[src/rtl/stage_4_mem_pkg.sv]
// Shared constants for the memory-access stage: op and funct3 encodings,
// FSM states and the access-legality rule shared by the datapath.
package stage_4_mem_pkg;

  localparam logic [1:0] MEM_OP_NONE  = 2'b00;
  localparam logic [1:0] MEM_OP_LOAD  = 2'b01;
  localparam logic [1:0] MEM_OP_STORE = 2'b10;

  localparam logic [2:0] F3_B  = 3'b000;
  localparam logic [2:0] F3_H  = 3'b001;
  localparam logic [2:0] F3_W  = 3'b010;
  localparam logic [2:0] F3_BU = 3'b100;
  localparam logic [2:0] F3_HU = 3'b101;

  typedef enum logic {
    S_IDLE = 1'b0,
    S_WAIT = 1'b1
  } state_t;

  // funct3[1:0] is the access size (byte/half/word) for every legal code.
  function automatic logic access_illegal(input logic       is_store,
                                          input logic [2:0] funct3,
                                          input logic [1:0] addr_lo);
    logic bad_code;
    logic misaligned;
    if (is_store) bad_code = (funct3 > F3_W);
    else          bad_code = (funct3 == 3'd3) || (funct3 == 3'd6) || (funct3 == 3'd7);
    misaligned = ((funct3[1:0] == 2'b01) && addr_lo[0]) ||
                 ((funct3[1:0] == 2'b10) && (addr_lo != 2'b00));
    return bad_code || misaligned;
  endfunction

endpackage

[src/rtl/stage_4_mem_if.sv]
// Data-memory bus between the memory stage (master) and the memory (slave).
interface stage_4_mem_if;
  logic        dmem_req;
  logic        dmem_we;
  logic [31:0] dmem_addr;
  logic [31:0] dmem_wdata;
  logic [3:0]  dmem_be;
  logic        dmem_ack;
  logic [31:0] dmem_rdata;

  modport master (
    output dmem_req, dmem_we, dmem_addr, dmem_wdata, dmem_be,
    input  dmem_ack, dmem_rdata
  );

  modport slave (
    input  dmem_req, dmem_we, dmem_addr, dmem_wdata, dmem_be,
    output dmem_ack, dmem_rdata
  );
endinterface

[src/rtl/load_extend.sv]
// Picks the addressed byte/halfword out of a memory word and sign- or
// zero-extends it according to the RV32I load funct3.
module load_extend
  import stage_4_mem_pkg::*;
(
  input  logic [31:0] rdata,
  input  logic [1:0]  addr_lo,
  input  logic [2:0]  funct3,
  output logic [31:0] data
);

  logic [7:0]  lane_b;
  logic [15:0] lane_h;

  always_comb begin
    case (addr_lo)
      2'd0:    lane_b = rdata[7:0];
      2'd1:    lane_b = rdata[15:8];
      2'd2:    lane_b = rdata[23:16];
      default: lane_b = rdata[31:24];
    endcase
    lane_h = addr_lo[1] ? rdata[31:16] : rdata[15:0];
    case (funct3)
      F3_B:    data = {{24{lane_b[7]}}, lane_b};
      F3_BU:   data = {24'd0, lane_b};
      F3_H:    data = {{16{lane_h[15]}}, lane_h};
      F3_HU:   data = {16'd0, lane_h};
      default: data = rdata;
    endcase
  end

endmodule

[src/rtl/stage_4_mem.sv]
// RV32I memory-access stage: issues loads/stores on a req/ack data memory,
// aligns load data and registers the MEM/WB outputs consumed by write-back.
module stage_4_mem
  import stage_4_mem_pkg::*;
(
  input  logic         clk,
  input  logic         rst,
  // Upstream handshake: a transfer happens on a rising edge where
  // i_valid & o_ready; o_ready is high only in IDLE, so i_valid is ignored
  // while a memory access is outstanding and upstream must hold its inputs.
  input  logic         i_valid,
  output logic         o_ready,
  input  logic [31:0]  i_counter,
  input  logic [31:0]  i_alu_out,
  input  logic [31:0]  i_rs2,
  input  logic [4:0]   i_rd_num,
  input  logic [1:0]   i_mem_op,
  input  logic [2:0]   i_funct3,
  stage_4_mem_if.master dmem,
  output logic         o_valid,
  output logic [31:0]  o_counter,
  output logic [31:0]  o_alu_out,
  output logic [31:0]  o_mem_out,
  output logic [4:0]   o_rd_num,
  output logic         o_op_type,
  output logic         o_exc,
  output state_t       o_dbg_state
);

  state_t      state_q, state_d;
  logic [31:0] addr_q, addr_d;
  logic [2:0]  funct3_q, funct3_d;
  logic [31:0] rs2_q, rs2_d;
  logic [4:0]  rd_q, rd_d;
  logic [31:0] pc_q, pc_d;
  logic        is_store_q, is_store_d;

  logic        o_valid_q, o_valid_d;
  logic [31:0] o_counter_q, o_counter_d;
  logic [31:0] o_alu_out_q, o_alu_out_d;
  logic [31:0] o_mem_out_q, o_mem_out_d;
  logic [4:0]  o_rd_num_q, o_rd_num_d;
  logic        o_op_type_q, o_op_type_d;
  logic        o_exc_q, o_exc_d;

  logic        is_mem;
  logic [31:0] load_data;
  logic [31:0] lane_wdata;
  logic [3:0]  lane_be;

  load_extend u_load_extend (
    .rdata   (dmem.dmem_rdata),
    .addr_lo (addr_q[1:0]),
    .funct3  (funct3_q),
    .data    (load_data)
  );

  always_comb begin
    state_d     = state_q;
    addr_d      = addr_q;
    funct3_d    = funct3_q;
    rs2_d       = rs2_q;
    rd_d        = rd_q;
    pc_d        = pc_q;
    is_store_d  = is_store_q;
    o_counter_d = o_counter_q;
    o_alu_out_d = o_alu_out_q;
    o_mem_out_d = o_mem_out_q;
    o_op_type_d = o_op_type_q;
    // Bubbles retire nothing and steer write-back to x0.
    o_valid_d   = 1'b0;
    o_rd_num_d  = 5'd0;
    o_exc_d     = 1'b0;
    is_mem      = (i_mem_op == MEM_OP_LOAD) || (i_mem_op == MEM_OP_STORE);

    case (state_q)
      S_IDLE: begin
        if (i_valid) begin
          if (!is_mem) begin
            o_valid_d   = 1'b1;
            o_counter_d = i_counter;
            o_alu_out_d = i_alu_out;
            o_rd_num_d  = i_rd_num;
            o_op_type_d = 1'b0;
          end else if (access_illegal(i_mem_op == MEM_OP_STORE, i_funct3, i_alu_out[1:0])) begin
            o_valid_d   = 1'b1;
            o_exc_d     = 1'b1;
            o_counter_d = i_counter;
            o_alu_out_d = i_alu_out;
            o_op_type_d = 1'b0;
          end else begin
            addr_d     = i_alu_out;
            funct3_d   = i_funct3;
            rs2_d      = i_rs2;
            rd_d       = i_rd_num;
            pc_d       = i_counter;
            is_store_d = (i_mem_op == MEM_OP_STORE);
            state_d    = S_WAIT;
          end
        end
      end
      default: begin
        if (dmem.dmem_ack) begin
          o_valid_d   = 1'b1;
          o_counter_d = pc_q;
          o_alu_out_d = addr_q;
          if (is_store_q) begin
            o_op_type_d = 1'b0;
          end else begin
            o_mem_out_d = load_data;
            o_rd_num_d  = rd_q;
            o_op_type_d = 1'b1;
          end
          state_d = S_IDLE;
        end
      end
    endcase
  end

  // Byte lanes are derived from latched values, so they cannot move during WAIT.
  always_comb begin
    case (funct3_q[1:0])
      2'b00: begin
        lane_wdata = {4{rs2_q[7:0]}};
        lane_be    = 4'b0001 << addr_q[1:0];
      end
      2'b01: begin
        lane_wdata = {2{rs2_q[15:0]}};
        lane_be    = addr_q[1] ? 4'b1100 : 4'b0011;
      end
      default: begin
        lane_wdata = rs2_q;
        lane_be    = 4'b1111;
      end
    endcase
  end

  always_ff @(posedge clk) begin
    if (rst) begin
      state_q     <= S_IDLE;
      addr_q      <= '0;
      funct3_q    <= '0;
      rs2_q       <= '0;
      rd_q        <= '0;
      pc_q        <= '0;
      is_store_q  <= 1'b0;
      o_valid_q   <= 1'b0;
      o_counter_q <= '0;
      o_alu_out_q <= '0;
      o_mem_out_q <= '0;
      o_rd_num_q  <= '0;
      o_op_type_q <= 1'b0;
      o_exc_q     <= 1'b0;
    end else begin
      state_q     <= state_d;
      addr_q      <= addr_d;
      funct3_q    <= funct3_d;
      rs2_q       <= rs2_d;
      rd_q        <= rd_d;
      pc_q        <= pc_d;
      is_store_q  <= is_store_d;
      o_valid_q   <= o_valid_d;
      o_counter_q <= o_counter_d;
      o_alu_out_q <= o_alu_out_d;
      o_mem_out_q <= o_mem_out_d;
      o_rd_num_q  <= o_rd_num_d;
      o_op_type_q <= o_op_type_d;
      o_exc_q     <= o_exc_d;
    end
  end

  assign o_ready         = (state_q == S_IDLE);
  assign dmem.dmem_req   = (state_q == S_WAIT);
  assign dmem.dmem_we    = (state_q == S_WAIT) && is_store_q;
  assign dmem.dmem_addr  = (state_q == S_WAIT) ? {addr_q[31:2], 2'b00} : 32'd0;
  assign dmem.dmem_wdata = (state_q == S_WAIT) ? lane_wdata : 32'd0;
  assign dmem.dmem_be    = (state_q == S_WAIT) ? lane_be : 4'd0;

  assign o_valid     = o_valid_q;
  assign o_counter   = o_counter_q;
  assign o_alu_out   = o_alu_out_q;
  assign o_mem_out   = o_mem_out_q;
  assign o_rd_num    = o_rd_num_q;
  assign o_op_type   = o_op_type_q;
  assign o_exc       = o_exc_q;
  assign o_dbg_state = state_q;

endmodule

[src/flat_wrapper.sv]
// flat-port wrapper written by rule: the top's interface ports become plain ports
module stage_4_mem_flat import stage_4_mem_pkg::*;
  (clk, rst, i_valid, o_ready, i_counter, i_alu_out, i_rs2, i_rd_num, i_mem_op, i_funct3, o_valid, o_counter, o_alu_out, o_mem_out, o_rd_num, o_op_type, o_exc, o_dbg_state, dmem_dmem_req, dmem_dmem_we, dmem_dmem_addr, dmem_dmem_wdata, dmem_dmem_be, dmem_dmem_ack, dmem_dmem_rdata);
  stage_4_mem_if dmem_i ();
  input  logic clk;
  input  logic rst;
  input  logic i_valid;
  output logic o_ready;
  input  logic [31:0] i_counter;
  input  logic [31:0] i_alu_out;
  input  logic [31:0] i_rs2;
  input  logic [4:0] i_rd_num;
  input  logic [1:0] i_mem_op;
  input  logic [2:0] i_funct3;
  output logic o_valid;
  output logic [31:0] o_counter;
  output logic [31:0] o_alu_out;
  output logic [31:0] o_mem_out;
  output logic [4:0] o_rd_num;
  output logic o_op_type;
  output logic o_exc;
  output state_t o_dbg_state;
  output wire logic [$bits(dmem_i.dmem_req)-1:0] dmem_dmem_req;
  output wire logic [$bits(dmem_i.dmem_we)-1:0] dmem_dmem_we;
  output wire logic [$bits(dmem_i.dmem_addr)-1:0] dmem_dmem_addr;
  output wire logic [$bits(dmem_i.dmem_wdata)-1:0] dmem_dmem_wdata;
  output wire logic [$bits(dmem_i.dmem_be)-1:0] dmem_dmem_be;
  input wire logic [$bits(dmem_i.dmem_ack)-1:0] dmem_dmem_ack;
  input wire logic [$bits(dmem_i.dmem_rdata)-1:0] dmem_dmem_rdata;
  assign dmem_dmem_req = dmem_i.dmem_req;
  assign dmem_dmem_we = dmem_i.dmem_we;
  assign dmem_dmem_addr = dmem_i.dmem_addr;
  assign dmem_dmem_wdata = dmem_i.dmem_wdata;
  assign dmem_dmem_be = dmem_i.dmem_be;
  assign dmem_i.dmem_ack = dmem_dmem_ack;
  assign dmem_i.dmem_rdata = dmem_dmem_rdata;
  stage_4_mem u_core (.clk(clk), .rst(rst), .i_valid(i_valid), .o_ready(o_ready), .i_counter(i_counter), .i_alu_out(i_alu_out), .i_rs2(i_rs2), .i_rd_num(i_rd_num), .i_mem_op(i_mem_op), .i_funct3(i_funct3), .dmem(dmem_i), .o_valid(o_valid), .o_counter(o_counter), .o_alu_out(o_alu_out), .o_mem_out(o_mem_out), .o_rd_num(o_rd_num), .o_op_type(o_op_type), .o_exc(o_exc), .o_dbg_state(o_dbg_state));
endmodule
[config.mk]
export PLATFORM = sky130hd
export DESIGN_NAME = stage_4_mem_flat
export DESIGN_NICKNAME = d
export VERILOG_FILES = /design/src/rtl/stage_4_mem_pkg.sv /design/src/rtl/stage_4_mem_if.sv /design/src/rtl/load_extend.sv /design/src/rtl/stage_4_mem.sv /design/src/flat_wrapper.sv
export SDC_FILE = /design/constraint.sdc
export NUM_CORES = 1
export LEC_CHECK = 0
export ABC_AREA = 1
export CAP_MARGIN = 0
export CORE_MARGIN = 2
export CORE_UTILIZATION = 28
export DETAILED_ROUTE_END_ITERATION = 10
export GPL_TIMING_DRIVEN = 0
export PLACE_DENSITY = 0.66
export SKIP_CTS_REPAIR_TIMING = 1
export SYNTH_ARGS = -nofsm -noshare
export SYNTH_HDL_FRONTEND = slang
export SYNTH_SLANG_ARGS = --single-unit
[constraint.sdc]
create_clock -name clk -period 1.77 [get_ports clk]
set_input_delay 0.531 -clock clk [delete_from_list [all_inputs] [get_ports clk]]
set_output_delay 0.531 -clock clk [all_outputs]
set_load 0.02 [all_outputs]
* Word-level counts from Yosys, hierarchy flattened
Cells that the tools add are included.
W data, S select, Z words.
** Storage, ports and cells
- Register bits after elaboration :: 210
- Word-level logic and storage cells :: 97
- Input port bits :: 142
- Output and inout port bits :: 176
** Operators by class
- Reduce and logical (&&, ||, !) cells :: 17
- Bitwise gates (word level) :: 5
- Shift operators :: 1
- Muxes and demuxes :: 44
- $lt $le $gt $ge :: 1
- Equality and inequality tests :: 15
** Operators with widths (number)
- $mux W32 :: 12
- $pmux W32 S4 :: 1
- $pmux W32 S2 :: 1
- $mux W5 :: 5
- $pmux W8 S3 :: 1
- $mux W1 :: 20
- $mux W16 :: 1
- $eq A3 B3 Y1 const B :: 4
- $eq A2 B1 Y1 const B :: 4
- $mux W4 :: 2
- $pmux W4 S2 :: 1
- $eq A2 B2 Y1 const B :: 3
- $reduce_and A3 Y1 :: 2
- $logic_or A1 B1 Y1 :: 5
- $not A1 Y1 :: 5
- $logic_not A2 Y1 :: 2
- $reduce_and A4 Y1 :: 1
- $reduce_bool A2 Y1 :: 2
- $reduce_or A4 Y1 :: 1
- $shl A1 B2 Y4 const A :: 1
- $eq A3 B1 Y1 const B :: 1
- $eq A3 B2 Y1 const B :: 1
- $gt A3 B2 Y1 const B :: 1
- $logic_and A1 B1 Y1 :: 3
- other kinds (3) :: 3

* Longest topological paths before layout
Gate-level depths: netlist of run 1.
- Word-level depth :: 12
- Mapped depth :: 12
- Gate-level depth less buffers :: 10

* By module
From an unflattened synthesis of run 1, not the netlist that was laid out.
** Unflattened totals
- Cell total of the unflattened synthesis :: 1603
- Area total of the unflattened synthesis :: 10264.8 um2
** By module, submodules not included
- stage_4_mem :: times used 1, area an instance 9369.0 um2, seq. area each 4204.0 um2, cells each 1411
- load_extend :: times used 1, area an instance 895.9 um2, seq. area each 0.0 um2, cells each 192

* Worst setup path before layout of run 1
OpenSTA, ideal clock, no wires.
- Path kind :: register to output
- Start point :: register u_core.state_q (netlist: u_core.dmem.dmem_req)
- End point :: output port dmem_dmem_be[1]
- Data arrival time :: 1.486 ns
- Data required time :: 1.239 ns
- Stages on the path, launching flop included :: 4
- Slack :: -0.247 ns
- Buffers on the path :: 1
- Cell sequence :: dfxtp_1 inv_2 clkbuf_1 a211oi_1
** Between the ends
- Longest elaborated chain between the ends :: 1
** RTL lines
- start: declaration :: line stage_4_mem.sv:30 : state_t state_q, state_d;
- start signal: assignment :: line stage_4_mem.sv:155 : state_q <= state_d;
- $mux W4 :: line stage_4_mem.sv:177 : assign dmem.dmem_be = (state_q == S_WAIT) ? lane_be : 4'd0;
- end: declaration :: line flat_wrapper.sv:27 : output wire logic [$bits(dmem_i.dmem_be)-1:0] dmem_dmem_be;
Every way passes these cells.

* Final worst setup path of run 1
- Start point :: register u_core.addr_q[1]
- End point :: output port dmem_dmem_be[2]
** Between the ends
- Longest elaborated chain between the ends :: 3
- Elaborated cells between the ends (all ways) :: 4
- Those cells by class :: shift: 1; mux: 3
** RTL lines
- start: declaration :: line stage_4_mem.sv:31 : logic [31:0] addr_q, addr_d;
- start signal: assignment :: line stage_4_mem.sv:156 : addr_q <= addr_d;
- $mux W4 or $shl A1 B2 Y4 (tied branches) :: line stage_4_mem.sv:129, stage_4_mem.sv:125
- $pmux W4 S2 (*) :: line stage_4_mem.sv:122 : case (funct3_q[1:0])
- $mux W4 (*) :: line stage_4_mem.sv:177
Mark *: on every way between the ends. The rest lies on a longest branch, timed or not.

==> results of run 1 <==
-- logic make-up after synthesis --
logic type,count (synthesis)
buf+inv,211
other cells,1
simple gates,859
flops,210
fa+ha+maj,1
compound gates,208
-- metal layers --
metal,part of all wire,GRT usage,routed length [µm],vias up
met1,0.43,0.279,18200,5218
met5,0,0,0,-
met2,0.47,0.350,19700,432
met4,0.034,0.0882,1450,0
met3,0.067,0.0351,2830,77
li1,-,-,-,5554
-- synth_stat cells, types with 2 or more instances --
master	instances	share of area
nand3b_1	64	0.049
nor3_1	2	0.0010
o21ai_0	53	0.027
buf_2	54	0.027
inv_1	90	0.034
nand4_1	2	0.0013
nor2_2	3	0.0019
a21oi_1	132	0.067
o22ai_1	15	0.0095
nand2_1	432	0.16
buf_1	5	0.0019
buf_4	14	0.011
nand3_1	126	0.064
inv_2	7	0.0027
nor2_1	223	0.085
nand2_2	3	0.0019
dfxtp_1	210	0.43
a31oi_1	6	0.0038
clkbuf_1	41	0.016
-- worst max-delay path by stage --
stage,to,cells past startpoint,slack [ns]
after global routing,dmem_dmem_be[2],8,-0.63
after CTS,dmem_dmem_wdata[29],5,-1.53
after floorplan,dmem_dmem_wdata[29],4,-0.02
after detailed placement,u_core.pc_q[7],9,-1.20
final,dmem_dmem_be[2],8,-0.58
after global placement,u_core.pc_q[4],9,-1.10
-- cell type report --
| class | instances | area (µm²) | share of cell area |
|---|---|---|---|
| antenna | 6 | 15.0 | 0.000930 |
| buffer | 111 | 941 | 0.0583 |
| clock buffer | 38 | 767 | 0.0475 |
| clock inverter | 10 | 131 | 0.00814 |
| inverter | 97 | 378 | 0.0234 |
| multi-input combinational | 1070 | 5190 | 0.321 |
| sequential | 210 | 4210 | 0.261 |
| tap | 455 | 569 | 0.0353 |
| timing repair buffer | 368 | 3940 | 0.244 |
-- stage by stage --
step	total power, mW	std cells	instance area [µm²]
final	13.7	2365	16100
after global routing	14.2	2365	16100
after CTS	13.5	2309	14600
after detailed placement	7.83	2261	13700
after global placement	7.81	2261	13700
after floorplan	6.60	1491	9930
-- report_power, final --
part / total, mW / switching (mW) / internal (mW)
Combinational: 2.90 / 1.58 / 1.32
Sequential: 5.17 / 0.156 / 5.01
Clock: 5.61 / 2.18 / 3.43
Total: 13.7 / 3.92 / 9.77
-- registers in the layout, indices dropped and copies added (netlist names), 3 cells and up --
signal            flops
u_core.o_mem_out     32
u_core.funct3_q       3
u_core.rs2_q         32
u_core.o_alu_out     32
u_core.rd_q           5
u_core.o_rd_num       5
u_core.pc_q          32
u_core.o_counter     32
u_core.addr_q        32
-- critical path, stage by stage, from the launching register on --
cell and delay [ns]:
dfxtp_4 0.35, buf_8 0.14, clkinvlp_4 0.15, nor2_2 0.15, nand2_2 0.07, nand2_4 0.08
inv_4 0.04, a21oi_2 0.14, buf_4 0.16
==> qor.txt, run 1 <==
status: finished with violations
failing checks: negative setup slack
number of fill cells in the layout: 3444
die area: 36700 µm²
Leak: 8.98 nW
endpoint type of the worst setup path: output pin
Mapped Area: 9860 µm²
Max-Cap Viols: 0
hold path endpoint: u_core.addr_q[0]
critical path arrival: 1.82 ns
first-pass GRT wire length: 60300 µm
Hold WS: 0.347 ns
area grow syn2layout: 63.7%
Worst R2R Setup Slack: 0.12 ns
cells on worst reg2reg path: 9
register area share after synthesis: 0.426
combinational family with the most area after synthesis: simple AND/OR/NAND/NOR gates
Post-synth EDFFs: 0
Synth Area in Adders: 0.00127
Cell Pwr Density: 848 nW/µm²
post-synthesis register bit count: 210
Fin Clk Skew: 0.0121 ns
Slew headroom: 0.539
post-synthesis mux area share: 0
height of the die: 192 µm
average size of a mapped cell: 6.62 µm²
Netlist cell types: 27
RSZ-0062 raised after global routing: true
commonest non-fill, non-tap cell in the layout: nand2_1
Core Rows: 68
largest net degree at the start of global routing: 13
clock latency on the worst-skew pair: 0.54 ns
CTS tree: built
Post-Synth XOR/XNOR Area: 0
Nets: 2027
Routed WL: 42200 µm
Final Critical Period: 2.35 ns
vias: 11300
required time worst endpoint: 1.24 ns
DRT Pass-1 Iters: 5
post-synthesis async set-or-reset flop share: 0
initial core utilization: 0.285
DR iter-0 viols: 690
endpoints failing hold: 0
prevailing post-synth register cell: dfxtp_1
DIE WIDTH: 192 µm
core area: 34600 µm²
Worst-Margin Slew: 0.691 ns
peak supply drop: 0.699 mV
commonest cells after routing, fill and taps aside: nand2_1, dfxtp_1, nor2_1, clkdlybuf4s50_1, a21oi_1
Startpoint Class: flip-flop
setup ws final: -0.578 ns
share of cells above drive strength 1: 0.207
Crit Path Class: flip-flop to output pin
setup tns final: -26.28 ns
I/O Pins: 318
GPL Wtd Cong: 0.868
fin. max-slew vios: 0
Syn. warnings: 0
Hold/Removal Path Class: primary input to flip-flop
Synth Area in Compound Gates: 0.108
# clock sinks: 210
Port-buffer cells: 315
Tot GR Track Use: 0.214
initial antenna violation count: 6
via density per instance: 4.77
Hold Startpoint: i_alu_out[0]
worst reg2reg startpoint: u_core.addr_q[1]
pre-CTS WS: -1.20 ns
wire length per cell: 17.8 µm
CTS Buf Count: 26
f_max: 426 MHz
drc violations: 0
Post-Synth Simple-Gate Area: 0.371
final core utilization: 0.466
Setup Viol. Count Final: 69
FF-to-FF End: u_core.o_mem_out[10]
gr ovfl total: 0
hold path cells: 3
crit share post-route: 1.33
dpl hpwl: 30200 µm
vias in the first global route: 10500
Routed Antenna Nets: 0
H-tree depth: 1
Reg clk slew, reported paths: 0.06 ns
synthesized instance count: 1490
CP Launch Point: u_core.addr_q[1]
Clock Tree Buf Depth: 3
CTS root buf: clkbuf_16
CP Max Fanout: 8
(Power assumes the default switching activity.)
==> run 2: changes to the inputs <==
--- a/config.mk
+++ b/config.mk
@@ -10,9 +10,10 @@
 export CORE_MARGIN = 2
 export CORE_UTILIZATION = 28
 export DETAILED_ROUTE_END_ITERATION = 10
-export GPL_TIMING_DRIVEN = 0
 export PLACE_DENSITY = 0.66
+export SETUP_SLACK_MARGIN = 0.4
 export SKIP_CTS_REPAIR_TIMING = 1
 export SYNTH_ARGS = -nofsm -noshare
 export SYNTH_HDL_FRONTEND = slang
+export SYNTH_HIERARCHICAL = 1
 export SYNTH_SLANG_ARGS = --single-unit
==> qor.txt, run 2 <==
status: finished with violations
failing checks: negative setup slack
H-tree depth: 1
cell taking the most area after synthesis: dfxtp_1
wire length per cell: 17.7 µm
CTS tree: built
Crit-path slowest cell: dfxtp_4
area grow syn2layout: 72.0%
setup ws final: -0.373 ns
peak supply drop: 0.590 mV
gr ovfl total: 0
commonest non-fill, non-tap cell in the layout: nand2_1
initial core utilization: 0.282
vias in the first global route: 10900
clock latency on the worst-skew pair: 0.52 ns
Clock Tree Buf Depth: 3
synthesized instance count: 1603
Cell Pwr Density: 789 nW/µm²
GPL Wtd Cong: 0.870
# placed instances: 2345
Syn. warnings: 6
Worst path max stage delay: 0.37 ns
height of the die: 195 µm
Nets: 2104
synth top area cells: dfxtp_1, nand2_1, nand3_1
WP buf/inv: 4
Leak: 8.21 nW
post-synthesis register bit count: 210
Port-buffer cells: 315
# clock sinks: 210
CTS Buf Count: 25
CP Max Fanout: 5
core area: 36300 µm²
RSZ-0062 raised after global routing: true
DIE WIDTH: 195 µm
commonest cells after routing, fill and taps aside: nand2_1, buf_6, nand3_1, nor2_1, clkdlybuf4s50_1
endpoints failing hold: 0
DR iter-0 viols: 856
Non-Filler Instances: 2449
Tot GR Track Use: 0.191
Startpoint Class: flip-flop
Routed Antenna Nets: 0
Crit Path Class: flip-flop to output pin
dpl hpwl: 26200 µm
CTS root buf: clkbuf_16
Core Rows: 70
crit share post-route: 1.21
cell family with most CP delay: buffers and inverters
die area: 38200 µm²
Max-Cap Viols: 0
Post-synth EDFFs: 0
register area share after synthesis: 0.410
initial antenna violation count: 6
Fin Clk Skew: 0.0147 ns
Top cell by count, worst path: buf_4
Setup Viol. Count Final: 183
Netlist cell types: 28
Reg clk slew, reported paths: 0.06 ns
placed inst area: 14900 µm²
fin. max-slew vios: 0
Mapped Area: 10300 µm²
required time worst endpoint: 1.24 ns
most frequent cell after synthesis: nand2_1
post-synthesis async set-or-reset flop share: 0
critical path arrival: 1.61 ns
drc violations: 0
commonest cells in the netlist: nand2_1, nand3_1, dfxtp_1, a21oi_1, nor2_1
largest net degree at the start of global routing: 86
Yosys top cell area share: 0.410
f_max: 467 MHz
endpoint type of the worst setup path: output pin
share of cells above drive strength 1: 0.362
I/O Pins: 318
Design Area, Final: 17700 µm²
DRT Pass-1 Iters: 5
average size of a mapped cell: 6.40 µm²
Hold/Removal Path Class: flip-flop to flip-flop
via density per instance: 4.96
Final Critical Period: 2.14 ns
prevailing post-synth register cell: dfxtp_1
first-pass GRT wire length: 59400 µm
vias: 12100
CP Cell Sequence: buf_12 > buf_4 > buf_4 > o21ai_4 > nor2_2 > buf_6
Routed WL: 43300 µm
==> run 2: cell count changes in the layout (fill, tap and decap cells not counted), moves of 40 or more <==
| cell | delta |
|---|---|
| nand3b_1 | -64 |
| buf_6 | +114 |
| dfxtp_2 | +101 |
| dlymetal6s2s_1 | -104 |
| nand3_1 | +50 |
| a21oi_2 | +48 |
| dfxtp_1 | -104 |
| nand3_2 | +40 |
==> run 2: cell families (layout without fill, tap and decap cells) <==
kind of cell / count (synthesis) / after routing / synth area share
AND/OR/NAND/NOR: 870 / 872 / 0.351
AO/OA/AOI/OAI: 264 / 264 / 0.132
buffers and inverters: 257 / 628 / 0.107
flip-flops: 210 / 210 / 0.410
adder cells (fa/ha/maj): 1 / 1 / 0.00122
other: 1 / 6 / 0.000365
==> run 2: tightest hold or removal path, stage by stage (launching register included) <==
cell     delay (ns)
dfxtp_1        0.31
nand2_1        0.06
a21oi_1        0.05
==> run 2: metal layers <==
layer  vias to the layer above  GRT usage  share of wire
li1                       5849          -              -
met3                        86     0.0525           0.10
met5                         -          0        0.00062
met1                      5613      0.243           0.40
met4                         4     0.0582          0.024
met2                       590      0.314           0.48
==> run 2: power by group <==
group	total [mW]	switching, mW	leakage [nW]	internal, mW
Combinational	3.51	1.88	6.07	1.62
Clock	5.14	2.05	0.387	3.10
Sequential	5.28	0.225	1.76	5.06
==> run 2: cell type report <==
class                           count  area [µm²]
Tap cell                          468         586
Antenna cell                        4        10.0
Fill cell                        3464       18700
Timing Repair Buffer              451        5190
Multi-Input combinational cell   1139        6140
Inverter                          134         569
Sequential cell                   210        4350
Clock buffer                       38         724
Clock inverter                      5        83.8
==> run 2: path summary, 6_finish.rpt <==
kind | start | end | slack [ns] | cells after the start
hold / removal | u_core/rd_q[2] | u_core/rd_q[2] | 0.46 | 2
setup / recovery | u_core/dmem.dmem_req | dmem_dmem_wdata[27] | -0.37 | 6
setup reg to reg | u_core/dmem.dmem_req | u_core/pc_q[4] | -0.13 | 9
hold reg to reg | u_core/rd_q[2] | u_core/rd_q[2] | 0.46 | 2
==> run 2: through the flow <==
step	setup WS, ns	TNS [ns]	util	hold slack (ns)	total power, mW
finish	-0.373	-23.88	0.486	0.459	13.9
global route	-0.426	-37.48	0.486	0.475	14.6
CTS	-0.895	-87.00	0.431	0.461	13.4
detailed placement	-0.552	-109.82	0.409	0.451	8.15
global placement	-0.555	-109.79	0.409	0.447	8.11
floorplan	0.152	0	-	0.439	6.91
